==> src/rtl/uart_rx_param.sv <==
// rtl/uart_rx_param.sv - parametrised UART receiver, mid-bit sampling, valid/ack output
// Optional parity stage enabled by defining UART_RX_PARITY_EN.
module uart_rx_param #(
    parameter int CLKS_PER_BIT = 10417,
    parameter int DATA_BITS    = 8,
    parameter int STOP_BITS    = 1
`ifdef UART_RX_PARITY_EN
    ,
    parameter int PARITY_ODD   = 0
`endif
) (
    input  logic                 clk,
    input  logic                 rst,
    input  logic                 en,
    input  logic                 rx,
    output logic [DATA_BITS-1:0] dout,
    output logic                 dout_valid,
    input  logic                 dout_ack,
    output logic                 frame_err,
    output logic                 overrun,
`ifdef UART_RX_PARITY_EN
    output logic                 parity_err,
`endif
    output logic                 busy
);

    localparam int CW = $clog2(CLKS_PER_BIT);
    localparam int BW = $clog2(DATA_BITS);
    localparam logic [CW-1:0] CNT_LAST  = CW'(CLKS_PER_BIT - 1);
    localparam logic [CW-1:0] CNT_HALF  = CW'(CLKS_PER_BIT / 2 - 1);
    localparam logic [BW-1:0] BIT_LAST  = BW'(DATA_BITS - 1);
    localparam logic          STOP_LAST = 1'(STOP_BITS - 1);

`ifdef UART_RX_PARITY_EN
    typedef enum logic [2:0] {IDLE, START, DATA, PARITY, STOP} state_t;
    logic par_bit;
`else
    typedef enum logic [1:0] {IDLE, START, DATA, STOP} state_t;
`endif

    state_t                state;
    logic                  rx_meta, rx_s, rx_d;
    logic [CW-1:0]         cnt;
    logic [BW-1:0]         bit_idx;
    logic                  stop_idx;
    logic                  stop_bad;
    logic [DATA_BITS-1:0]  shreg;

    always_ff @(posedge clk) begin
        if (rst) begin
            state      <= IDLE;
            rx_meta    <= 1'b1;
            rx_s       <= 1'b1;
            rx_d       <= 1'b1;
            cnt        <= '0;
            bit_idx    <= '0;
            stop_idx   <= 1'b0;
            stop_bad   <= 1'b0;
            shreg      <= '0;
            dout       <= '0;
            dout_valid <= 1'b0;
            frame_err  <= 1'b0;
            overrun    <= 1'b0;
            busy       <= 1'b0;
`ifdef UART_RX_PARITY_EN
            par_bit    <= 1'b0;
            parity_err <= 1'b0;
`endif
        end else begin
            rx_meta   <= rx;
            rx_s      <= rx_meta;
            rx_d      <= rx_s;
            frame_err <= 1'b0;
            overrun   <= 1'b0;
`ifdef UART_RX_PARITY_EN
            parity_err <= 1'b0;
`endif
            // A load in the same cycle overrides this clear further down.
            if (dout_ack)
                dout_valid <= 1'b0;

            case (state)
                IDLE: begin
                    cnt <= '0;
                    if (en && rx_d && !rx_s) begin
                        state <= START;
                        busy  <= 1'b1;
                    end
                end
                START: begin
                    if (cnt == CNT_HALF) begin
                        cnt <= '0;
                        if (!rx_s) begin
                            state   <= DATA;
                            bit_idx <= '0;
                        end else begin
                            state <= IDLE;
                            busy  <= 1'b0;
                        end
                    end else begin
                        cnt <= cnt + CW'(1);
                    end
                end
                DATA: begin
                    if (cnt == CNT_LAST) begin
                        cnt            <= '0;
                        shreg[bit_idx] <= rx_s;
                        if (bit_idx == BIT_LAST) begin
                            stop_idx <= 1'b0;
                            stop_bad <= 1'b0;
`ifdef UART_RX_PARITY_EN
                            state    <= PARITY;
`else
                            state    <= STOP;
`endif
                        end else begin
                            bit_idx <= bit_idx + BW'(1);
                        end
                    end else begin
                        cnt <= cnt + CW'(1);
                    end
                end
`ifdef UART_RX_PARITY_EN
                PARITY: begin
                    if (cnt == CNT_LAST) begin
                        cnt     <= '0;
                        par_bit <= rx_s;
                        state   <= STOP;
                    end else begin
                        cnt <= cnt + CW'(1);
                    end
                end
`endif
                STOP: begin
                    if (cnt == CNT_LAST) begin
                        cnt <= '0;
                        if (stop_idx == STOP_LAST) begin
                            state <= IDLE;
                            busy  <= 1'b0;
                            if (stop_bad || !rx_s) begin
                                frame_err <= 1'b1;
                            end else begin
                                dout       <= shreg;
                                dout_valid <= 1'b1;
                                overrun    <= dout_valid && !dout_ack;
`ifdef UART_RX_PARITY_EN
                                parity_err <= ((^shreg) ^ par_bit) != 1'(PARITY_ODD);
`endif
                            end
                        end else begin
                            stop_idx <= 1'b1;
                            stop_bad <= stop_bad || !rx_s;
                        end
                    end else begin
                        cnt <= cnt + CW'(1);
                    end
                end
                default: begin
                    state <= IDLE;
                    busy  <= 1'b0;
                end
            endcase
        end
    end

endmodule
==> config.mk <==
export PLATFORM = sky130hd
export DESIGN_NAME = uart_rx_param
export DESIGN_NICKNAME = d
export VERILOG_FILES = /design/src/rtl/uart_rx_param.sv
export SDC_FILE = /design/constraint.sdc
export NUM_CORES = 1
export LEC_CHECK = 0
export ABC_AREA = 0
export BUFFER_PORTS_ARGS = -buffer_cell sky130_fd_sc_hd__clkbuf_2
export CAP_MARGIN = 15
export CORE_MARGIN = 2
export CORE_UTILIZATION = 50
export CTS_CLUSTER_SIZE = 24
export DETAILED_ROUTE_END_ITERATION = 10
export PLACE_DENSITY = 0.68
export SYNTH_ARGS = -nofsm -noshare
export SYNTH_HDL_FRONTEND = slang
export SYNTH_SLANG_ARGS = --single-unit
==> constraint.sdc <==
create_clock -name clk -period 2.29 [get_ports clk]
set_input_delay 0.229 -clock clk [delete_from_list [all_inputs] [get_ports clk]]
set_output_delay 0.229 -clock clk [all_outputs]
set_load 0.03 [all_outputs]
-- After elaboration in Yosys (flattened, before gate mapping)
Cells that the tools add are included.
- register bits after elaboration: 44
- bits of input ports: 5
- output and inout port bits: 12
- logic and storage cells: 98
- add/subtract/negate cells: 2
- $lt $le $gt $ge: 2
- equal/unequal tests: 16
- muxes and demuxes: 39
- bitwise operators: 4
- reductions and logical operators: 21
- operator list (operator ; count):
    14-bit one-hot mux with 3 select lines ; 1
    14-bit 2-to-1 mux ; 2
    2-bit != test, second input constant ; 10
    1-bit 2-to-1 mux ; 18
    14-bit by 1-bit adder with 14-bit output, second input constant ; 1
    14-bit by 13-bit equality test with 1-bit output, second input constant ; 1
    14-bit equality test, second input constant ; 1
    2-bit 2-to-1 mux ; 7
    3-bit 2-to-1 mux ; 4
    6-bit AND reduction ; 2
    5-bit AND reduction ; 2
    8-bit bitwise mux ; 1
    2-bit one-hot mux with 4 select lines ; 1
    4-bit AND reduction ; 2
    3-bit one-hot mux with 2 select lines ; 1
    5-bit OR reduction ; 1
    2-bit equality test, second input constant ; 2
    1-bit logical AND ; 4
    3-bit by 4-bit < comparator with 1-bit output, second input constant ; 1
    1-bit inverter ; 4
    1-bit one-hot mux with 2 select lines ; 2
    2-bit nonzero test ; 2
    4-bit OR reduction ; 1
    3-bit by 1-bit adder with 3-bit output, second input constant ; 1
    other kinds (11) ; 12

-- Logic depth before layout (Yosys ltp)
Gate-level depths: netlist of the first run.
- depth after elaboration: 6
- mapped depth: 7
- mapped depth without buffers: 6

-- Worst setup path before layout of the first run
Ideal clock, no wire load.
- kind: reg2reg
- start: register cnt[0]
- end: register cnt[3]
- library setup time: 0.134 ns
- arrival: 1.489 ns
- data required time: 2.156 ns
- setup slack: 0.668 ns
- cell stages (with the launch flop): 7
- buffers on the path: 1
- clock period less this slack: 1.622 ns
- cells stage by stage: dfxtp_1 ha_1 and4bb_2 nand4_1 a22oi_2 buf_6 nor3_1
- cells in the longest elaborated chain, start to end: 3
- elaborated cells between the ends (all ways): 6
- those cells by class: 1 x add/sub; 2 x eq/ne; 3 x mux
- RTL lines (element ; RTL line ; RTL):
    from (decl) ; 43 ; logic [CW-1:0] cnt;
    from (signal assigned) ; 101 ; cnt <= cnt + CW'(1);
    from (signal assigned) ; 120 ; cnt <= cnt + CW'(1);
    from (signal assigned) ; 155 ; cnt <= cnt + CW'(1);
    14-bit by 1-bit adder with 14-bit output, or another cell as far along ; 101, 120, 155 ;
    14-bit 2-to-1 mux, on equally long branches ; 105, 135, 91 ;
    14-bit one-hot mux with 3 select lines * ; 82 ; case (state)
Every way passes the cells marked *; elsewhere a longest branch is shown, timed or not.
A chain may end at the register's enable or synchronous reset.

-- Worst setup path in the final report of the first run
- start: register cnt[0]
- end: register shreg[3]
- cells in the longest elaborated chain, start to end: 2
- RTL lines (element ; RTL line ; RTL):
    14-bit equality test ; 105 ; if (cnt == CNT_LAST) begin
    2-bit AND reduction (no line) ; -- ;
    to (signal, indexed assignment) ; 107 ; shreg[bit_idx] <= rx_s;
    to (decl) ; 47 ; logic [DATA_BITS-1:0] shreg;
No other way between the ends.

==> results.py, run 1 <==
metrics = {
    "sta": {
        "clock_skew_ns": 0.00922,
        "tightest_slew_ns": 0.670,
        "setup_viol": 0,
        "rsz0062_at_grt": "no",
        "max_freq_mhz": 550,
        "hold_viol_final": 0,
        "slew_headroom": 0.552,
        "setup_ws_ns": 0.471,
        "maxSlewViolCount": 0,
        "finalCritPeriodShare": 0.795,
        "post-route-min-period_ns": 1.82,
        "tns_ns": 0,
    },
    "cells_and_area": {
        "antenna_cells": 0,
        "nets": 237,
        "final_cells": 277,
        "fill_cells": 365,
        "area_growth_pct": 8.21,
        "drive_above_1_share": 0.170,
    },
    "logic_synthesis": {
        "synth_nets": 226,
        "ys_seq_area_frac": 0.431,
        "netlist_instances": 217,
        "synthTopCellsByArea": "dfxtp_1 (43%), nand3_1 (6.3%), nand2b_1 (4.7%)",
        "synth_top_area_cell": "dfxtp_1",
        "ys_seq_elements": 43,
        "syn_avg_cell_area_um2": 9.20,
        "synth_flop_cell": "dfxtp_1",
        "synthesis.area_mm2": 0.00200,
        "async_flop_share": 0,
        "synth_edf_count": 0,
        "yosysUniqueCellTypes": 46,
        "yosysWarningCount": 0,
        "synth_top_area_share": 0.431,
    },
    "clock_tree": {
        "cts-hold-fix-buffers": 0,
        "clk_pin_slew_ns": 0.08,
        "clock-root-buffer": "clkbuf_8",
        "post_cts_buffers": 0,
        "cts_resized": 0,
        "cts_made_buffers": 5,
        "cts_tree": "built",
        "htree_levels": 2,
        "clockBufferDepth": 2,
        "clkSinkCount": 43,
        "clkLatencyLatePin_ns": 0.29,
    },
    "place": {
        "dp_cells": 269,
        "dp_slack_ns": 0.476,
        "portBuffers": 16,
        "place_congestion": 0.847,
        "dp_hpwl_mm": 2.75,
    },
    "floorplanning": {
        "ioPinCount": 17,
        "die_y_um": 67.2,
        "core_mm2": 0.00374,
        "fp.dieW_um": 67.2,
        "dieArea_mm2": 0.00452,
        "start_util": 0.533,
        "rows": 22,
    },
    "routing": {
        "detail_route.wl_per_cell_um": 14.0,
        "vias": 1593,
        "via_per_inst": 5.75,
        "antenna_left": 0,
        "first_pass_iters": 5,
        "initialDrtViolationCount": 162,
        "finalWirelength_mm": 3.88,
        "drc_errors": 0,
    },
    "critical_path": {
        "critPathKind": "reg -> reg",
        "crit_path_max_fanout": 16,
        "required_ns": 2.50,
        "start_kind": "flop",
        "critPathArrivalTime_ns": 2.03,
        "end_kind": "flop",
    },
    "global_routing": {
        "grt_pass1_wl_mm": 6.64,
        "antenna_found_initial": 0,
        "grt_max_degree": 32,
        "grt-ovfl-total": 0,
        "grt_pass1_vias": 1472,
        "grt_usage": 0.195,
    },
    "min_path": {
        "min_path_type": "in -> reg",
    },
    "run": {
        "maxCapViolCount": 0,
    },
    "pwr": {
        "total_leakage_power_nw": 0.761,
        "finalPower_mw": 1.27,
        "ir_drop_uv": 293,
        "p_per_area_mw_per_mm2": 587,
    },
    "outcome": {
        "status": "completed",
    },
}
sequential cells by signal, indices dropped and copies added (netlist names), named ones only:
name and count:
cnt 14, dout 8, shreg 8, bit_idx 3, busy 1, dout_valid 1
frame_err 1, overrun 1, rx_d 1, rx_meta 1, rx_s 1, state 1
stop_bad 1
cell usage after synthesis (2+ instances only):
master	n
dfxtp_1	43
nand3_1	25
nor3_1	17
nand2b_1	15
a21oi_1	12
o21ai_0	11
mux2i_1	8
nand2_1	8
xor2_1	7
clkbuf_1	6
buf_2	4
ha_1	4
inv_1	4
nor2b_1	4
nor3b_1	4
a31oi_1	3
or2_2	3
xnor2_1	3
a311oi_1	2
and2_1	2
and4_1	2
and4bb_2	2
buf_6	2
nand4_1	2
o211ai_1	2
or3_1	2
cells by family after synthesis:
family | synth area share
AO/OA/AOI/OAI | 0.120
XOR/XNOR | 0.0439
adder cells (fa/ha/maj) | 0.0251
buffers and inverters | 0.0457
flip-flops | 0.431
multiplexers | 0.0457
AND/OR/NAND/NOR | 0.289
critical path, cell delays in order (launching register included):
cell and delay (ns):
dfxtp_1 0.35, inv_1 0.07, ha_1 0.13, and4bb_2 0.25, nand4_2 0.35, nor3_1 0.34
mux2i_1 0.26
where the power goes:
group / switching [mW] / internal [mW]
Combinational: 0.0273 / 0.0170
Sequential: 0.00497 / 0.751
Clock: 0.255 / 0.213
layout make-up:
| class | instances | area [um2] | area share |
|---|---|---|---|
| tap | 48 | 60.1 | 0.0278 |
| timing repair buffer | 18 | 95.1 | 0.0440 |
| inverter | 4 | 15.0 | 0.00695 |
| multi-input combinational | 156 | 1040 | 0.483 |
| clock buffer | 6 | 72.6 | 0.0336 |
| sequential | 43 | 861 | 0.398 |
| clock inverter | 2 | 12.5 | 0.00579 |
layout by cell type, fill, tap and decap left out, drive strengths merged, types with 7 or more instances in the layout:
| cell | instances |
|---|---|
| clkbuf | 22 |
| a21oi | 12 |
| o21ai | 11 |
| xor2 | 7 |
| mux2i | 8 |
| dfxtp | 43 |
| nor3 | 18 |
| nand3 | 26 |
| nand2b | 15 |
| nand2 | 8 |
per-layer routing:
layer / vias to the layer above / track usage / share of wire
met2: 36 / 0.317 / 0.47
met5: - / 0 / 0
li1: 804 / - / -
met3: 9 / 0.0517 / 0.045
met1: 744 / 0.242 / 0.46
met4: 0 / 0.0842 / 0.020
through the flow:
step / hold slack [ns] / area (um2) / utilization
floorplan: 0.333 / 2000 / -
global placement: 0.396 / 2080 / 0.554
detailed placement: 0.402 / 2080 / 0.554
CTS: 0.116 / 2160 / 0.577
global route: 0.113 / 2160 / 0.577
finish: 0.119 / 2160 / 0.577
final timing paths:
kind,from,endpoint,slack (ns),cells past startpoint
setup / recovery,cnt[0],shreg[3],0.47,6
hold / removal,rx,rx_meta,0.12,2
setup reg to reg,cnt[0],shreg[3],0.47,6
hold reg to reg,rx_meta,rx_s,0.42,1
(Power assumes the default switching activity.)
==> inputs of run 2 (changes only) <==
Settings changed: ABC_AREA 0 to 1.
Clock period 2.29 ns to 1.84 ns, I/O delays scaled along.
==> results.py, run 2 <==
metrics = {
    "sta": {
        "clock_skew_ns": 0.00783,
        "post-route-min-period_ns": 1.63,
        "max_freq_mhz": 612,
        "holdWs_ns": 0.0652,
        "finalCritPeriodShare": 0.888,
        "setup_ws_ns": 0.206,
        "setup_viol": 0,
        "maxSlewViolCount": 0,
        "slew_headroom": 0.763,
        "tns_ns": 0,
        "hold_viol_final": 0,
        "tightest_slew_ns": 0.354,
        "rsz0062_at_grt": "no",
    },
    "critical_path": {
        "cp_slowest_stage_delay_ns": 0.34,
        "crit_path_max_fanout": 11,
        "critPathKind": "reg -> reg",
        "required_ns": 2.08,
        "crit_chain": "inv_1, ha_1, nand2_1, inv_1, nand2_1, nor2_2, nand2_4, inv_6, nand3_4, inv_2, nor2_1, nor2_1",
        "end_kind": "flop",
        "path_delay_family": "simple AND/OR/NAND/NOR gates",
        "start_kind": "flop",
        "critPathBufInv": 4,
        "critPathArrivalTime_ns": 1.88,
        "slowest_stage": "dfxtp_1",
    },
    "logic_synthesis": {
        "yosysMostFrequentCell": "nor2_1",
        "synth_top_area_share": 0.433,
        "synth_edf_count": 0,
        "synthesis.area_mm2": 0.00199,
        "yosysUniqueCellTypes": 32,
        "async_flop_share": 0,
        "ys_seq_area_frac": 0.433,
        "synthTopCellsByArea": "dfxtp_1 (43%), nor2_1 (10%), nand2_1 (7.2%)",
        "synth_flop_cell": "dfxtp_1",
        "netlist_instances": 269,
        "syn_avg_cell_area_um2": 7.40,
        "yosysWarningCount": 0,
        "ys_seq_elements": 43,
        "synth_commonest_cells": "nor2_1 (54), dfxtp_1 (43), nand2_1 (38)",
        "synth_top_area_cell": "dfxtp_1",
        "synth_nets": 278,
    },
    "floorplanning": {
        "fp.dieW_um": 67.1,
        "die_y_um": 67.1,
        "rows": 22,
        "start_util": 0.531,
        "dieArea_mm2": 0.00450,
        "core_mm2": 0.00374,
        "ioPinCount": 17,
    },
    "cells_and_area": {
        "largest_reg_flops": 14,
        "drive_above_1_share": 0.170,
        "regMostFlops": "cnt",
        "area_growth_pct": 11.9,
        "final_cells": 337,
        "fin_area_mm2": 0.00223,
        "final_common_cell": "nor2_1",
        "most-common-layout-cells": "nor2_1 (54), dfxtp_1 (43), nand2_1 (38)",
        "fill_cells": 372,
        "antenna_cells": 0,
        "nets": 297,
        "post-route-util": 0.595,
        "reg_top3": "cnt (14), dout (8), shreg (8)",
    },
    "run": {
        "maxCapViolCount": 0,
    },
    "clock_tree": {
        "clk_pin_slew_ns": 0.08,
        "clock-root-buffer": "clkbuf_8",
        "cts_tree": "built",
        "htree_levels": 2,
        "clkSinkCount": 43,
        "clkLatencyLatePin_ns": 0.30,
        "post_cts_buffers": 0,
        "clockBufferDepth": 2,
        "cts_made_buffers": 5,
    },
    "global_routing": {
        "grt-ovfl-total": 0,
        "grt_pass1_wl_mm": 6.11,
        "grt_usage": 0.185,
        "antenna_found_initial": 0,
        "grt_pass1_vias": 1360,
        "grt_max_degree": 20,
    },
    "routing": {
        "via_per_inst": 4.93,
        "antenna_left": 0,
        "initialDrtViolationCount": 106,
        "detail_route.wl_per_cell_um": 10.7,
        "first_pass_iters": 5,
        "drc_errors": 0,
        "vias": 1660,
        "finalWirelength_mm": 3.62,
    },
    "pwr": {
        "ir_drop_uv": 407,
        "finalPower_mw": 1.82,
        "total_leakage_power_nw": 0.902,
        "p_per_area_mw_per_mm2": 818,
    },
    "min_path": {
        "min_path_type": "in -> reg",
    },
    "place": {
        "place_congestion": 0.858,
        "portBuffers": 16,
        "placed_area_mm2": 0.00210,
        "dp_hpwl_mm": 2.68,
        "dp_slack_ns": 0.156,
        "dp_cells": 329,
    },
    "outcome": {
        "status": "completed",
    },
}
[run 2: cell types whose count changed after synthesis, sizes merged, moves of 4 or more]
cell,change
nor3,-12
inv,+30
nand2b,-15
mux2i,-8
nand2,+32
nand3,-5
nand4,+5
clkbuf,-5
nor2,+60
o21ai,+8
nor2b,-4
[run 2: worst paths after layout]
| check | from | end | cells after the start | slack (ns) |
|---|---|---|---|---|
| max | cnt[0] | dout[2] | 12 | 0.21 |
| max reg2reg | cnt[0] | dout[2] | 12 | 0.21 |
| min reg2reg | rx_meta | rx_s | 1 | 0.42 |
| min | rx | rx_meta | 2 | 0.07 |
[run 2: routing by layer]
| layer | track usage | up-vias | wire, um |
|---|---|---|---|
| li1 | - | 909 | - |
| met1 | 0.248 | 715 | 1920 |
| met2 | 0.270 | 29 | 1480 |
| met3 | 0.0557 | 7 | 143 |
| met4 | 0.0842 | 0 | 73 |
| met5 | 0 | - | 0 |
[run 2: logic make-up (layout without fill, tap and decap cells)]
| group | count (synthesis) | count (layout) | synth area share |
|---|---|---|---|
| xor+xnor | 5 | 5 | 0.0220 |
| fa+ha+maj | 4 | 4 | 0.0252 |
| buf+inv | 40 | 60 | 0.0868 |
| compound gates | 36 | 36 | 0.100 |
| simple gates | 141 | 141 | 0.333 |
| flops | 43 | 43 | 0.433 |
[run 2: layout make-up]
class / instances / area (um2) / area share
multi-input cells: 186 / 961 / 0.431
flip-flops and latches: 43 / 861 / 0.387
inverters: 34 / 133 / 0.0596
repair buffers: 18 / 95.1 / 0.0427
clock buffers: 6 / 82.6 / 0.0371
well taps: 48 / 60.1 / 0.0270
clock inverters: 2 / 35.0 / 0.0157
[run 2: what timing repair did]
action	CTS	global route
setup endpoints to repair	0	1
hold buffers	0	0
gates resized for setup	0	1
[run 2: power by group]
group | internal [mW] | leakage [nW] | switching [mW]
Sequential | 0.942 | 0.347 | 0.0109
Combinational | 0.0351 | 0.493 | 0.0755
Clock | 0.439 | 0.0612 | 0.319
Total | 1.42 | 0.902 | 0.405
==> inputs of run 3 (changes only) <==
Settings changed: CORE_ASPECT_RATIO set to 1.5.
==> results.py, run 3 (same netlist as run 2, synthesis figures left out) <==
metrics = {
    "sta": {
        "setup_viol": 0,
        "tightest_slew_ns": 0.294,
        "finalCritPeriodShare": 0.886,
        "rsz0062_at_grt": "no",
        "tns_ns": 0,
        "slew_headroom": 0.803,
        "max_freq_mhz": 613,
        "hold_viol_final": 0,
        "clock_skew_ns": 0.00918,
        "maxSlewViolCount": 0,
        "post-route-min-period_ns": 1.63,
    },
    "routing": {
        "initialDrtViolationCount": 50,
        "vias": 1675,
        "detail_route.wl_per_cell_um": 11.5,
        "drc_errors": 0,
        "antenna_left": 0,
        "via_per_inst": 4.99,
        "finalWirelength_mm": 3.88,
        "first_pass_iters": 4,
    },
    "critical_path": {
        "critPathArrivalTime_ns": 1.85,
        "path_delay_family": "simple AND/OR/NAND/NOR gates",
        "reg2reg_slack_ns": 0.21,
        "critPathKind": "reg -> reg",
        "crit_chain": "inv_1, ha_1, nand2_1, inv_1, nand2_1, nor2_2, nand2_4, inv_6, o21ai_2, nand2_2, nor3_1",
        "crit_path_max_fanout": 13,
        "required_ns": 2.06,
        "r2r_end": "cnt[8]",
        "critPathBufInv": 3,
        "end_kind": "flop",
        "crit-reg2reg-launch": "cnt[0]",
        "start_kind": "flop",
        "cp_slowest_stage_delay_ns": 0.38,
        "slowest_stage": "dfxtp_1",
        "reg2reg_depth": 11,
    },
    "min_path": {
        "min_path_type": "in -> reg",
        "min_from": "rx",
        "hold_depth": 2,
        "whs_endpoint": "rx_meta",
    },
    "global_routing": {
        "grt_max_degree": 16,
        "antenna_found_initial": 0,
        "grt_pass1_wl_mm": 6.69,
        "grt_usage": 0.189,
        "grt_pass1_vias": 1573,
        "grt-ovfl-total": 0,
    },
    "outcome": {
        "status": "completed",
    },
    "clock_tree": {
        "cts_tree": "built",
        "clkLatencyLatePin_ns": 0.30,
        "cts_made_buffers": 5,
        "clock-root-buffer": "clkbuf_8",
        "htree_levels": 2,
        "clockBufferDepth": 2,
        "clk_pin_slew_ns": 0.08,
        "cts-hold-fix-buffers": 0,
        "clkSinkCount": 43,
    },
    "cells_and_area": {
        "most-common-layout-cells": "nor2_1 (54), dfxtp_1 (43), nand2_1 (37)",
        "fill_cells": 395,
        "nets": 299,
        "drive_above_1_share": 0.175,
        "multi_input_area_um2": 958,
        "reg_top3": "cnt (14), dout (8), shreg (8)",
        "antenna_cells": 0,
        "area_growth_pct": 10.8,
        "final_common_cell": "nor2_1",
        "regMostFlops": "cnt",
        "largest_reg_flops": 14,
        "seq_area_um2": 861,
        "final_cells": 336,
    },
    "pwr": {
        "p_per_area_mw_per_mm2": 752,
        "ir_drop_uv": 472,
        "total_leakage_power_nw": 0.884,
    },
    "floorplanning": {
        "start_util": 0.512,
        "ioPinCount": 17,
        "fp.dieW_um": 55.5,
        "die_y_um": 81.3,
        "rows": 28,
        "core_mm2": 0.00389,
        "dieArea_mm2": 0.00451,
    },
    "place": {
        "portBuffers": 16,
        "place_congestion": 0.837,
        "dp_cells": 328,
        "dp_hpwl_mm": 2.92,
    },
    "run": {
        "maxCapViolCount": 0,
    },
}
-- run 3: cell count changes in the layout (fill, tap and decap cells not counted) --
cell | before | now
clkbuf_8 | 6 | 5
nand2_4 | 2 | 1
nand2_1 | 38 | 37
nand2_2 | 0 | 2
bufinv_16 | 1 | 0
buf_4 | 2 | 4
clkinvlp_4 | 0 | 1
clkbuf_1 | 0 | 1
-- run 3: worst max-delay path by stage --
stage | start | end | slack (ns) | cells after the start
6_report | cnt[0] | cnt[8] | 0.21 | 11
5_1_grt | cnt[0] | busy | 0.02 | 10
4_1_cts | cnt[0] | cnt[10] | 0.18 | 10
3_5_place_dp | cnt[0] | cnt[2] | 0.20 | 11
3_3_place_gp | cnt[0] | cnt[2] | 0.24 | 11
2_1_floorplan | cnt[0] | cnt[10] | 0.41 | 12
-- run 3: final cells by class --
class / instances / share of cell area
timing repair buffer: 20 / 0.0500
inverter: 34 / 0.0602
clock buffer: 6 / 0.0329
sequential: 43 / 0.391
multi-input combinational: 186 / 0.435
clock inverter: 2 / 0.00568
tap: 45 / 0.0256
-- run 3: worst reg2reg max path, stage by stage, from the launching register on --
cell	delay (ns)
dfxtp_1	0.38
inv_1	0.06
ha_1	0.22
nand2_1	0.06
inv_1	0.03
nand2_1	0.06
nor2_2	0.05
nand2_4	0.13
inv_6	0.06
o21ai_2	0.14
nand2_2	0.19
nor3_1	0.18
-- run 3: power by group --
group | leakage (nW) | internal [mW] | switching (mW) | total (mW)
Combinational | 0.495 | 0.0375 | 0.0805 | 0.118
Clock | 0.0412 | 0.265 | 0.321 | 0.586
Sequential | 0.347 | 0.942 | 0.00953 | 0.952
Total | 0.884 | 1.25 | 0.411 | 1.66
-- run 3: timing repair --
item | 4_1_cts | 5_1_grt
setup endpoints to repair | 0 | 13
resized for setup | 0 | 1
setup buffers | 0 | 0
-- run 3: layer usage --
metal	wire length, um	track usage	vias to the layer above	share of wire
met5	0	0	-	0
met4	108	0.117	0	0.028
met3	96	0.0398	11	0.025
met2	2020	0.338	19	0.52
met1	1650	0.203	740	0.43
li1	-	-	905	-
-- run 3: stage by stage --
stage / instance area [um2] / utilization / setup slack (ns) / power [mW] / hold slack, ns
final: 2200 / 0.567 / 0.210 / 1.66 / 0.0650
after global routing: 2200 / 0.567 / 0.0225 / 1.73 / 0.0702
after CTS: 2200 / 0.566 / 0.181 / 1.67 / 0.0614
after detailed placement: 2120 / 0.544 / 0.203 / 1.09 / 0.374
after global placement: 2120 / 0.544 / 0.238 / 1.09 / 0.368
after floorplan: 1990 / - / 0.408 / 1.06 / 0.288
